[src/rtl/lm32_dp_ram_ctrl_pkg.sv]
// Shared definitions for the dual-port RAM front-end controller.
// Holds the FSM state encoding and the requester index constants.
package lm32_dp_ram_ctrl_pkg;

    typedef enum logic {
        ST_CLEAR = 1'b0,
        ST_IDLE  = 1'b1
    } state_e;

    localparam int REQ0 = 0;
    localparam int REQ1 = 1;

endpackage

[src/rtl/lm32_rr_arb2.sv]
// Two-way round-robin arbiter. The pointer always moves to the requester that
// did not win, so a contended pair alternates and a lone winner yields next time.
module lm32_rr_arb2
    import lm32_dp_ram_ctrl_pkg::*;
(
    input  logic       clk_i,
    input  logic       rst_i,
    input  logic       en_i,
    input  logic [1:0] req_i,
    output logic [1:0] grant_o
);

    logic ptr_q, ptr_d;

    always_comb begin
        grant_o = 2'b00;
        ptr_d   = ptr_q;
        if (en_i && (|req_i)) begin
            if (&req_i) begin
                if (ptr_q) grant_o[REQ1] = 1'b1;
                else       grant_o[REQ0] = 1'b1;
            end else begin
                grant_o = req_i;
            end
            ptr_d = grant_o[REQ0];  // point at the loser
        end
    end

    always_ff @(posedge clk_i or posedge rst_i) begin
        if (rst_i) ptr_q <= 1'b0;
        else       ptr_q <= ptr_d;
    end

endmodule

[src/rtl/lm32_dp_ram_ctrl.sv]
// Front-end for a 1W/1R RAM with registered read address: arbitrates two
// writers and two readers, and sweeps the array to INIT_VALUE after reset/flush.
module lm32_dp_ram_ctrl
    import lm32_dp_ram_ctrl_pkg::*;
#(
    parameter int                    addr_width = 10,
    parameter int                    addr_depth = 1024,
    parameter int                    data_width = 8,
    parameter logic [data_width-1:0] INIT_VALUE = '0
) (
    input  logic                  clk_i,
    input  logic                  rst_i,
    input  logic                  flush_i,
    output logic                  busy_o,
    input  logic                  wr0_req_i,
    input  logic [addr_width-1:0] wr0_addr_i,
    input  logic [data_width-1:0] wr0_data_i,
    output logic                  wr0_ack_o,
    input  logic                  wr1_req_i,
    input  logic [addr_width-1:0] wr1_addr_i,
    input  logic [data_width-1:0] wr1_data_i,
    output logic                  wr1_ack_o,
    input  logic                  rd0_req_i,
    input  logic [addr_width-1:0] rd0_addr_i,
    output logic                  rd0_ack_o,
    output logic                  rd0_valid_o,
    input  logic                  rd1_req_i,
    input  logic [addr_width-1:0] rd1_addr_i,
    output logic                  rd1_ack_o,
    output logic                  rd1_valid_o,
    output logic [data_width-1:0] rd_data_o,
    output logic                  ram_we_o,
    output logic [addr_width-1:0] ram_waddr_o,
    output logic [data_width-1:0] ram_wdata_o,
    output logic [addr_width-1:0] ram_raddr_o,
    input  logic [data_width-1:0] ram_rdata_i
);

    localparam logic [addr_width-1:0] LAST = addr_width'(addr_depth - 1);

    state_e                state_q;
    logic [addr_width-1:0] cnt_q;
    logic [1:0]            rd_valid_q, rd_valid_d;
    logic [1:0]            wr_gnt, rd_gnt;
    logic                  arb_en;

    // Traffic is only served in IDLE; a flush cycle grants nothing.
    assign arb_en = !rst_i && (state_q == ST_IDLE) && !flush_i;

    lm32_rr_arb2 u_wr_arb (
        .clk_i   (clk_i),
        .rst_i   (rst_i),
        .en_i    (arb_en),
        .req_i   ({wr1_req_i, wr0_req_i}),
        .grant_o (wr_gnt)
    );

    lm32_rr_arb2 u_rd_arb (
        .clk_i   (clk_i),
        .rst_i   (rst_i),
        .en_i    (arb_en),
        .req_i   ({rd1_req_i, rd0_req_i}),
        .grant_o (rd_gnt)
    );

    always_ff @(posedge clk_i or posedge rst_i) begin
        if (rst_i) begin
            state_q <= ST_CLEAR;
            cnt_q   <= '0;
        end else begin
            case (state_q)
                ST_CLEAR: begin
                    if (flush_i) begin
                        cnt_q <= '0;
                    end else if (cnt_q == LAST) begin
                        cnt_q   <= '0;
                        state_q <= ST_IDLE;
                    end else begin
                        cnt_q <= cnt_q + 1'b1;
                    end
                end
                ST_IDLE: begin
                    if (flush_i) begin
                        cnt_q   <= '0;
                        state_q <= ST_CLEAR;
                    end
                end
                default: state_q <= ST_CLEAR;
            endcase
        end
    end

    always_comb begin
        ram_we_o    = 1'b0;
        ram_waddr_o = '0;
        ram_wdata_o = '0;
        if (!rst_i && (state_q == ST_CLEAR)) begin
            ram_we_o    = 1'b1;
            ram_waddr_o = cnt_q;
            ram_wdata_o = INIT_VALUE;
        end else if (wr_gnt[REQ0]) begin
            ram_we_o    = 1'b1;
            ram_waddr_o = wr0_addr_i;
            ram_wdata_o = wr0_data_i;
        end else if (wr_gnt[REQ1]) begin
            ram_we_o    = 1'b1;
            ram_waddr_o = wr1_addr_i;
            ram_wdata_o = wr1_data_i;
        end
    end

    always_comb begin
        ram_raddr_o = '0;
        if (rd_gnt[REQ0])      ram_raddr_o = rd0_addr_i;
        else if (rd_gnt[REQ1]) ram_raddr_o = rd1_addr_i;
    end

    assign rd_valid_d = rd_gnt;

    always_ff @(posedge clk_i or posedge rst_i) begin
        if (rst_i) rd_valid_q <= 2'b00;
        else       rd_valid_q <= rd_valid_d;
    end

    assign busy_o      = rst_i || (state_q == ST_CLEAR);
    assign wr0_ack_o   = wr_gnt[REQ0];
    assign wr1_ack_o   = wr_gnt[REQ1];
    assign rd0_ack_o   = rd_gnt[REQ0];
    assign rd1_ack_o   = rd_gnt[REQ1];
    assign rd0_valid_o = rd_valid_q[REQ0];
    assign rd1_valid_o = rd_valid_q[REQ1];
    assign rd_data_o   = ram_rdata_i;

endmodule

[config.mk]
export PLATFORM = sky130hd
export DESIGN_NAME = lm32_dp_ram_ctrl
export DESIGN_NICKNAME = d
export VERILOG_FILES = /design/src/rtl/lm32_dp_ram_ctrl_pkg.sv /design/src/rtl/lm32_rr_arb2.sv /design/src/rtl/lm32_dp_ram_ctrl.sv
export SDC_FILE = /design/constraint.sdc
export NUM_CORES = 1
export LEC_CHECK = 0
export ABC_AREA = 0
export CAP_MARGIN = 20
export CORE_ASPECT_RATIO = 0.75
export CORE_UTILIZATION = 32
export DETAILED_ROUTE_END_ITERATION = 10
export GPL_ROUTABILITY_DRIVEN = 0
export GPL_TIMING_DRIVEN = 0
export PLACE_DENSITY = 0.95
export SYNTH_ARGS = -nofsm -noshare
export SYNTH_HDL_FRONTEND = slang
export SYNTH_SLANG_ARGS = --single-unit
[constraint.sdc]
create_clock -name clk_i -period 4.35 [get_ports clk_i]
set_input_delay 0.87 -clock clk_i [delete_from_list [all_inputs] [get_ports clk_i]]
set_output_delay 0.87 -clock clk_i [all_outputs]
set_load 0.005 [all_outputs]
# Word-level counts from Yosys, hierarchy flattened
# Cells that the tools add are included.
# totals
reg_bits,15
latch_bits,0
mem_bits_rw,0
romBits,0
out_inout_bits,44
n_memories,0
# classes
add_sub_neg,1
multipliers,0
div_mod_pow,0
magnitude_cmp,0
n_eq_ne,2
shifts,0
muxes,27
bitwise_logic,1
reduce_logical,12
# op_table
op,count
10-bit two-way mux,8
8-bit two-way mux,3
10-bit one-hot mux with 2 select lines,1
10-bit by 1-bit adder with 10-bit output (second input constant),1
10-bit == test (second input constant),1
1-bit two-way mux,10
2-bit two-way mux,4
1-bit logical AND,5
2-bit AND reduction,2
2-bit OR reduction,2
1-bit logical NOT,2
2-bit inequality test (second input constant),1
1-bit one-hot mux with 2 select lines,1
1-bit logical OR,1
1-bit inverter,1

# Depth between registers and ports, before layout
# logic_depth
ltp_word,8
depth_mapped,7

# By module
# From an unflattened synthesis, not the netlist that was laid out.
# unflattened
cells_unflattened,169
area_unflattened_um2,1292.5
# by_module_without_submodules
module,n_inst,cells_per_inst,area_per_inst_um2
lm32_dp_ram_ctrl,1,151,1162.4
lm32_rr_arb2,2,9,65.1

# Worst setup path after synthesis
# No wires, ideal clock.
# synth_path
path_kind,input to output
start,input port flush_i
end,output port ram_waddr_o[0]
t_arrival_ps,1798
required_time_ps,3480
setup_slack_ps,1682
stages,6
n_path_buf,2
cell_sequence,nor3b_2 -> and3_1 -> buf_4 -> buf_4 -> a222oi_1 -> inv_1
# synth_lines
element,line,rtl
"start, declared",lm32_dp_ram_ctrl.sv:13,"input logic flush_i,"
1-bit logical NOT,lm32_dp_ram_ctrl.sv:48,assign arb_en = !rst_i && (state_q == ST_IDLE) && !flush_i;
1-bit logical AND,lm32_dp_ram_ctrl.sv:48,
1-bit logical AND,lm32_rr_arb2.sv:18,if (en_i && (|req_i)) begin
2-bit two-way mux,lm32_rr_arb2.sv:18,
named net wr0_ack_o,lm32_dp_ram_ctrl.sv:18,"output logic wr0_ack_o,"
10-bit two-way mux,lm32_dp_ram_ctrl.sv:101,end else if (wr_gnt[REQ0]) begin
10-bit two-way mux,lm32_dp_ram_ctrl.sv:97,if (!rst_i && (state_q == ST_CLEAR)) begin
"end, declared",lm32_dp_ram_ctrl.sv:33,"output logic [addr_width-1:0] ram_waddr_o,"
# The timed path passes the listed nets, and every way through them passes these cells.

# Worst setup path after layout
# layout_path
start,input port flush_i
end,output port ram_raddr_o[0]
# layout_between
elab_chain_len,6
# layout_lines
element,line,rtl
1-bit logical NOT *,lm32_dp_ram_ctrl.sv:48,
1-bit logical AND *,lm32_dp_ram_ctrl.sv:48,
1-bit logical AND *,lm32_rr_arb2.sv:18,
2-bit two-way mux *,lm32_rr_arb2.sv:18,
10-bit two-way mux,lm32_dp_ram_ctrl.sv:115,else if (rd_gnt[REQ1]) ram_raddr_o = rd1_addr_i;
10-bit two-way mux *,lm32_dp_ram_ctrl.sv:114,if (rd_gnt[REQ0]) ram_raddr_o = rd0_addr_i;
"end, declared",lm32_dp_ram_ctrl.sv:35,"output logic [addr_width-1:0] ram_raddr_o,"
# Every way passes the cells marked *; elsewhere a longest branch is shown, timed or not.

==> results.ini <==
[clocking]
clkTransAtPathRegs_ns = 0.06
cts_made_buffers = 3
cts_setup_buffers = 0
clk_path_buf_depth = 2
cts_tree = done
clock-root-buffer = clkbuf_8
cts_resized = 0
cts.sinks = 15
insertion_delay_ns = 0.25
postCtsHoldBufs = 0
cts.htree.levels = 1

[synth]
synth_area_sq_um = 1175
synth_area_leaders = dfrtp_1 32%, a22o_1 14%, a222oi_1 8.5%
syn-mean-instance-area_sq_um = 8.768
synth-main-ff-cell = dfrtp_1
syn-num-nets = 206
seq_area_frac_synth = 0.3195
synth_common_cells = 19 x a22o_1, 15 x dfrtp_1, 14 x inv_1
postSynthCellCount = 134
synth.most_common_cell = a22o_1
synth-edff-count = 0
synth_seq_cells = 15
synth_area_leader_cell = dfrtp_1
async_flop_share = 1.000
ys_warn_count = 0
yosysUniqueCellTypes = 30
yosys.area.top_type_share = 0.3195

[floorplan]
core_area_sq_um = 3401
die_height_microns = 54.48
io-pin-count = 115
placementRows = 18
chipWidth_microns = 71.97
die_area_sq_um = 3920
initial_core_util = 0.3455

[drt]
drt_pass1_iterations = 5
routedWlPerCell_microns = 13.68
vias = 1470
via_per_inst = 5.000
drtIter0Drc = 105
wl_microns = 4021
ant_nets = 0
drc = 0

[final_layout]
layout.nets = 317
antennaDiodeCount = 0
area_delta_synth_final_pct = 99.47
fillCellCount = 275
multi_input_area_sq_um = 626.9
drive_gt1_frac = 0.09426
fin_area_sq_um = 2344
regArea_sq_um = 375.4

[critical_path]
critPathRequiredTime_ns = 3.48
critPathCapture = ram_raddr_o[0]
startpoint_type = primary input
cp_data_arrival_time_ns = 3.13
rrSetupSlack_ns = 2.47
startpoint = flush_i
rr_endpoint = cnt_q[7]$_DFFE_PP0P_
rr_startpoint = cnt_q[0]$_DFFE_PP0P_
path_max_fanout = 11
worst_setup_path_end_kind = output pin
crit_type = primary input to output pin
reg2reg_depth = 6

[sta]
final_hold_viol_count = 0
tns_ns = 0
finClkSkew_ns = 0.002101
period_needed_ns = 3.999
maxSlewHeadroom = 0.5272
max_freq_mhz = 250.0
setup_viol = 0
worst_pin_slew_ns = 0.7067
rsz0062_at_grt = false
timing.final.crit_share = 0.9194
fin_ws_ns = 0.3506
finalMaxSlewViolations = 0
holdWs_ns = 0.5177

[job]
cap_violations = 0

[grt]
grt_pass1_vias = 1276
grt_pass1_wl_microns = 5754
overflow = 0
antenna_found_initial = 0
grt_max_degree = 17
grt_usage = 0.1943

[pwr]
leakage_nw = 1.016
ir_drop_uv = 115.4
power_density_nw_per_um2 = 150.7
total_power_w = 0.0003531

[placement]
post-place-ws_ns = 0.3786
dp_hpwl_microns = 3284
place_area_sq_um = 2298
portBuffers = 106

[hold_path]
hold_path_class = flop to flop

[status]
status = finished, final reports clean

-- cell type report --
type | instances | share of cell area
repair buffers | 106 | 0.4528
multi-input cells | 89 | 0.2675
flip-flops and latches | 15 | 0.1602
plain buffers | 16 | 0.05125
well taps | 50 | 0.02670
inverters | 14 | 0.02242
clock buffers | 4 | 0.01922
-- sequential cells by signal, indices dropped and copies added (netlist names) --
register / count
u_rd_arb.ptr_q: 1
state_q: 1
u_wr_arb.ptr_q: 1
cnt_q: 10
rd_valid_q: 2
-- metal layers --
layer  track usage  wire (microns)
met5             0               0
met4       0.01961              10
met3       0.06814             343
met2        0.3538            1964
met1        0.2329            1702
-- power breakdown --
| part | total, W | switching, W | internal, W |
|---|---|---|---|
| logic | 0.0000930 | 0.0000240 | 0.0000690 |
| registers | 0.000148 | 0.00000508 | 0.000143 |
| clock network | 0.000112 | 0.0000471 | 0.0000649 |
| total | 0.000353 | 0.0000762 | 0.000277 |
-- critical path: stages --
cell and delay, ns:
clkdlybuf4s50_1 0.56, nor3b_2 0.42, nand2_1 0.13, a21oi_1 0.19, buf_2 0.27, a22o_1 0.19, clkdlybuf4s50_1 0.49
-- placed cells by master, fill, tap and decap left out, drive strengths merged --
cell type      instances
a31o                   1
nand2b                 1
o21ai                  8
and4                   2
or4                    1
o31ai                  1
clkdlybuf4s50        106
or2                    1
xor2                   3
xnor2                  1
and3                   3
or3                    2
ha                     1
a21oi                  6
nor2b                  3
nand3                  4
buf                   16
inv                   14
dfrtp                 15
clkbuf                 4
a222oi                10
nor2                   5
a22o                  19
nand4                  2
nor3b                  1
a31oi                  3
o211ai                 1
nand2                 10
-- kinds of logic (layout without fill, tap and decap cells) --
kind of cell	after synthesis	in the layout	share of synthesized area
AOI/OAI and AO/OA	49	49	0.3302
and+or+nand+nor	35	35	0.1630
buffers and inverters	30	140	0.1470
DFF	15	15	0.3195
xor gates and xnor gates	4	4	0.02982
adders and majority gates	1	1	0.01065
-- through the flow --
stage          cells  utilization
6_report         294       0.6891
4_1_cts          294       0.6891
3_3_place_gp     290       0.6759
3_5_place_dp     290       0.6759
2_1_floorplan    134            -
5_1_grt          294       0.6891
-- worst min path at each step --
stage	start	to	slack, ns	depth (start not counted)
floorplan	u_wr_arb.ptr_q$_DFFE_PP0N_	u_wr_arb.ptr_q$_DFFE_PP0N_	0.46	1
global route	u_wr_arb.ptr_q$_DFFE_PP0N_	u_wr_arb.ptr_q$_DFFE_PP0N_	0.54	1
CTS	u_wr_arb.ptr_q$_DFFE_PP0N_	u_wr_arb.ptr_q$_DFFE_PP0N_	0.51	1
finish	u_wr_arb.ptr_q$_DFFE_PP0N_	u_wr_arb.ptr_q$_DFFE_PP0N_	0.52	1
detailed placement	u_wr_arb.ptr_q$_DFFE_PP0N_	u_wr_arb.ptr_q$_DFFE_PP0N_	0.51	1
global placement	u_wr_arb.ptr_q$_DFFE_PP0N_	u_wr_arb.ptr_q$_DFFE_PP0N_	0.49	1
No activity file was read; power rests on OpenSTA's default activity.
==> RTL change (same settings) <==
Set the parameter `data_width` to 10 (it was 8).
--- a/src/rtl/lm32_dp_ram_ctrl.sv
+++ b/src/rtl/lm32_dp_ram_ctrl.sv
@@ -6,5 +6,5 @@
     parameter int                    addr_width = 10,
     parameter int                    addr_depth = 1024,
-    parameter int                    data_width = 8,
+    parameter int                    data_width = 10,
     parameter logic [data_width-1:0] INIT_VALUE = '0
 ) (
Ports: changed (5 resized); port bits go from 115 to 125. No check against the original RTL was run, so the function may have changed too.
==> RTL change against the original RTL <==
  * Via count is 3.3% higher
  * Design area increased by 5.8%
  * Sequential cell count unchanged
  * Worst setup slack better by 0.15 ns
  * Area after synthesis up 4.4%
  * Utilization is 1.2 points lower
  * First-iteration DRC count shrank 33%
  * Hold slack gained 0.0025 ns
  * Sequential share of layout area shrank 0.87 points
  * Total power rose by 3.3%
  * Routed wire length grew 3.6%
  * Critical path type unchanged
  * Largest cell class unchanged
==> RTL change: results (changes against the original RTL) <==
{| class="wikitable"
! Metric !! Value
|-
| Worst Hold Endpoint || u_wr_arb.ptr_q
|-
| Slowest stage delay, CP || 0.50 ns (-0.06 ns)
|-
| Startpoint of the worst-slack reg-to-reg timing path || cnt_q[0]
|-
| Number of buffers created by CTS || 3 (unchanged)
|-
| Total nets after synthesis || 217 (+5.3%)
|-
| Max Buffers Root-to-Sink || 2 (unchanged)
|-
| Fraction of layout instances using a drive strength above 1 || 10.5% (+1.1 points)
|-
| Pin count of the biggest net entering global routing || 17 (unchanged)
|-
| Final Net Count || 336 (+6.0%)
|-
| Cell Int Power || 0.281 mW (+1.6%)
|-
| Register-to-Register Setup Slack || 2.64 ns (+0.17 ns)
|-
| Capture point of the worst reg-to-reg path || cnt_q[5]
|-
| Hold crit path type || register to register
|-
| Cell count of the worst hold path || 1 (unchanged)
|-
| Worst-case setup margin in the final layout || 0.506 ns (+0.155 ns)
|-
| Synth cell count leaders || a22o_1 (20), dfrtp_1 (15), nand2_1 (14)
|-
| Worst-Skew Late Latency || 0.25 ns (about the same)
|-
| Crit path max-delay cell type || clkdlybuf4s50_1
|-
| Worst Setup SP || flush_i
|-
| Hold Startpoint || u_wr_arb.ptr_q
|-
| LEAKAGE || 1.02 nW (+0.49%)
|-
| Final antenna diode count || 0 (unchanged)
|-
| Post-cts repair resize count || 0 (unchanged)
|-
| Vias per cell || 4.92 (-1.7%)
|-
| Largest delay share family, worst path || buffers and inverters
|-
| Placed wire-length estimate after detailed placement || 3420 µm (+4.1%)
|-
| Clk slew on worst S/H paths || 0.06 ns (about the same)
|-
| TritonRoute pass-1 iters || 6 (+1)
|-
| Combined global-route utilization of all metal layers || 20.4% (+0.98 points)
|-
| Wire length of the first global-routing pass || 6560 µm (+14%)
|-
| Largest fanout on the critical path || 10 (-1)
|-
| Number of buffers added for setup after CTS || 0 (unchanged)
|-
| Root buffer cell || clkbuf_8
|-
| Async set-reset flop share out of synthesis || 100% (unchanged)
|-
| Biggest registers after layout || cnt_q: 10 flops, rd_valid_q: 2 flops
|-
| Worst R2R Path Depth || 5 (-1)
|-
| Post-detailed-route wirelength per cell || 13.5 µm (-1.5%)
|-
| Cell variety after synth || 32 (+6.7%)
|-
| Port Buf Inserts || 114 (+7.5%)
|-
| Count of synthesis-stage warnings from yosys || 0 (unchanged)
|-
| Via count of the first global-routing pass || 1521 (+19%)
|-
| Outcome || finished clean
|-
| Final slew viol count || 0 (unchanged)
|-
| H-Tree Level Count || 1 (unchanged)
|-
| Post-placement worst setup slack || 0.519 ns (+0.140 ns)
|-
| DRC violation total after the first TritonRoute iteration || 70 (-33%)
|-
| Worst slew margin relative to its limit || 60.8% (+8.0 points)
|-
| Seq/Total Area, Yosys || 30.6% (-1.3 points)
|-
| Synth top area cells || dfrtp_1 (31%), a22o_1 (14%), a221o_1 (8.2%)
|-
| Worst setup skew after layout || 0.000791 ns (-0.00131 ns)
|-
| Largest voltage drop on the vdd net || 0.0910 mV (-21%)
|-
| Antenna violations before repair || 0 (unchanged)
|-
| FILL cells || 292 (+6.2%)
|}
==> RTL change: cell types whose count changed after synthesis, sizes merged, moves of 2 or more <==
cell	before	now
nand4	2	0
and2	0	10
a21oi	6	8
a221o	0	10
nor2	5	7
and3	3	1
a222oi	10	0
inv	14	4
nand3	4	8
nand2	10	14
o21ai	8	5
nor2b	3	1
==> RTL change: metal layers <==
| layer | track usage, % | wire length [µm] | up-vias |
|---|---|---|---|
| met2 | 37.1 | 2090 | 73 |
| met4 | 9.34 | 76 | 0 |
| met5 | 0 | 0 | - |
| met3 | 3.44 | 311 | 7 |
| met1 | 22.8 | 1690 | 689 |
| li1 | - | - | 750 |
==> RTL change: power groups by stage <==
stage | sequential (mW) | combinational, mW | clock [mW]
global route | 0.150 | 0.106 | 0.125
detailed placement | 0.152 | 0.0993 | 0
global placement | 0.151 | 0.0972 | 0
floorplan | 0.150 | 0.0216 | 0
CTS | 0.149 | 0.0997 | 0.119
finish | 0.149 | 0.0985 | 0.117
==> RTL change: worst max path at each step <==
stage / end / depth (start not counted)
4_1_cts: ram_wdata_o[6] / 7
2_1_floorplan: ram_wdata_o[0] / 5
6_report: ram_waddr_o[5] / 7
5_1_grt: ram_waddr_o[7] / 7
3_3_place_gp: ram_waddr_o[5] / 7
3_5_place_dp: ram_wdata_o[6] / 7
==> RTL change: cell families (layout without fill, tap and decap cells) <==
group                    Yosys count  in the layout  synth area share (%)
AND/OR/NAND/NOR                   47             47                  21.8
adder cells (fa/ha/maj)            1              1                  1.02
XOR/XNOR                           4              4                  2.86
flip-flops                        15             15                  30.6
buffers and inverters             22            140                  11.7
AO/OA/AOI/OAI                     50             50                  31.9
==> RTL change: final cells by class <==
cell class,instances,area [µm²],area share [%]
flip-flops and latches,15,375,15.1
well taps,52,65.1,2.62
multi-input cells,102,707,28.5
plain buffers,18,129,5.20
clock inverters,1,5.00,0.202
inverters,4,15.0,0.606
clock buffers,3,41.3,1.67
repair buffers,114,1140,46.0
==> RTL change: stage by stage <==
| step | std cells | hold slack (ns) | util (%) | power [mW] | instance area [µm²] |
|---|---|---|---|---|---|
| final | 309 | 0.520 | 67.7 | 0.365 | 2480 |
| after global routing | 309 | 0.562 | 67.7 | 0.381 | 2480 |
| after CTS | 309 | 0.520 | 67.7 | 0.368 | 2480 |
| after detailed placement | 305 | 0.508 | 66.4 | 0.251 | 2430 |
| after global placement | 305 | 0.499 | 66.4 | 0.249 | 2430 |
| after floorplan | 139 | 0.479 | - | 0.172 | 1230 |
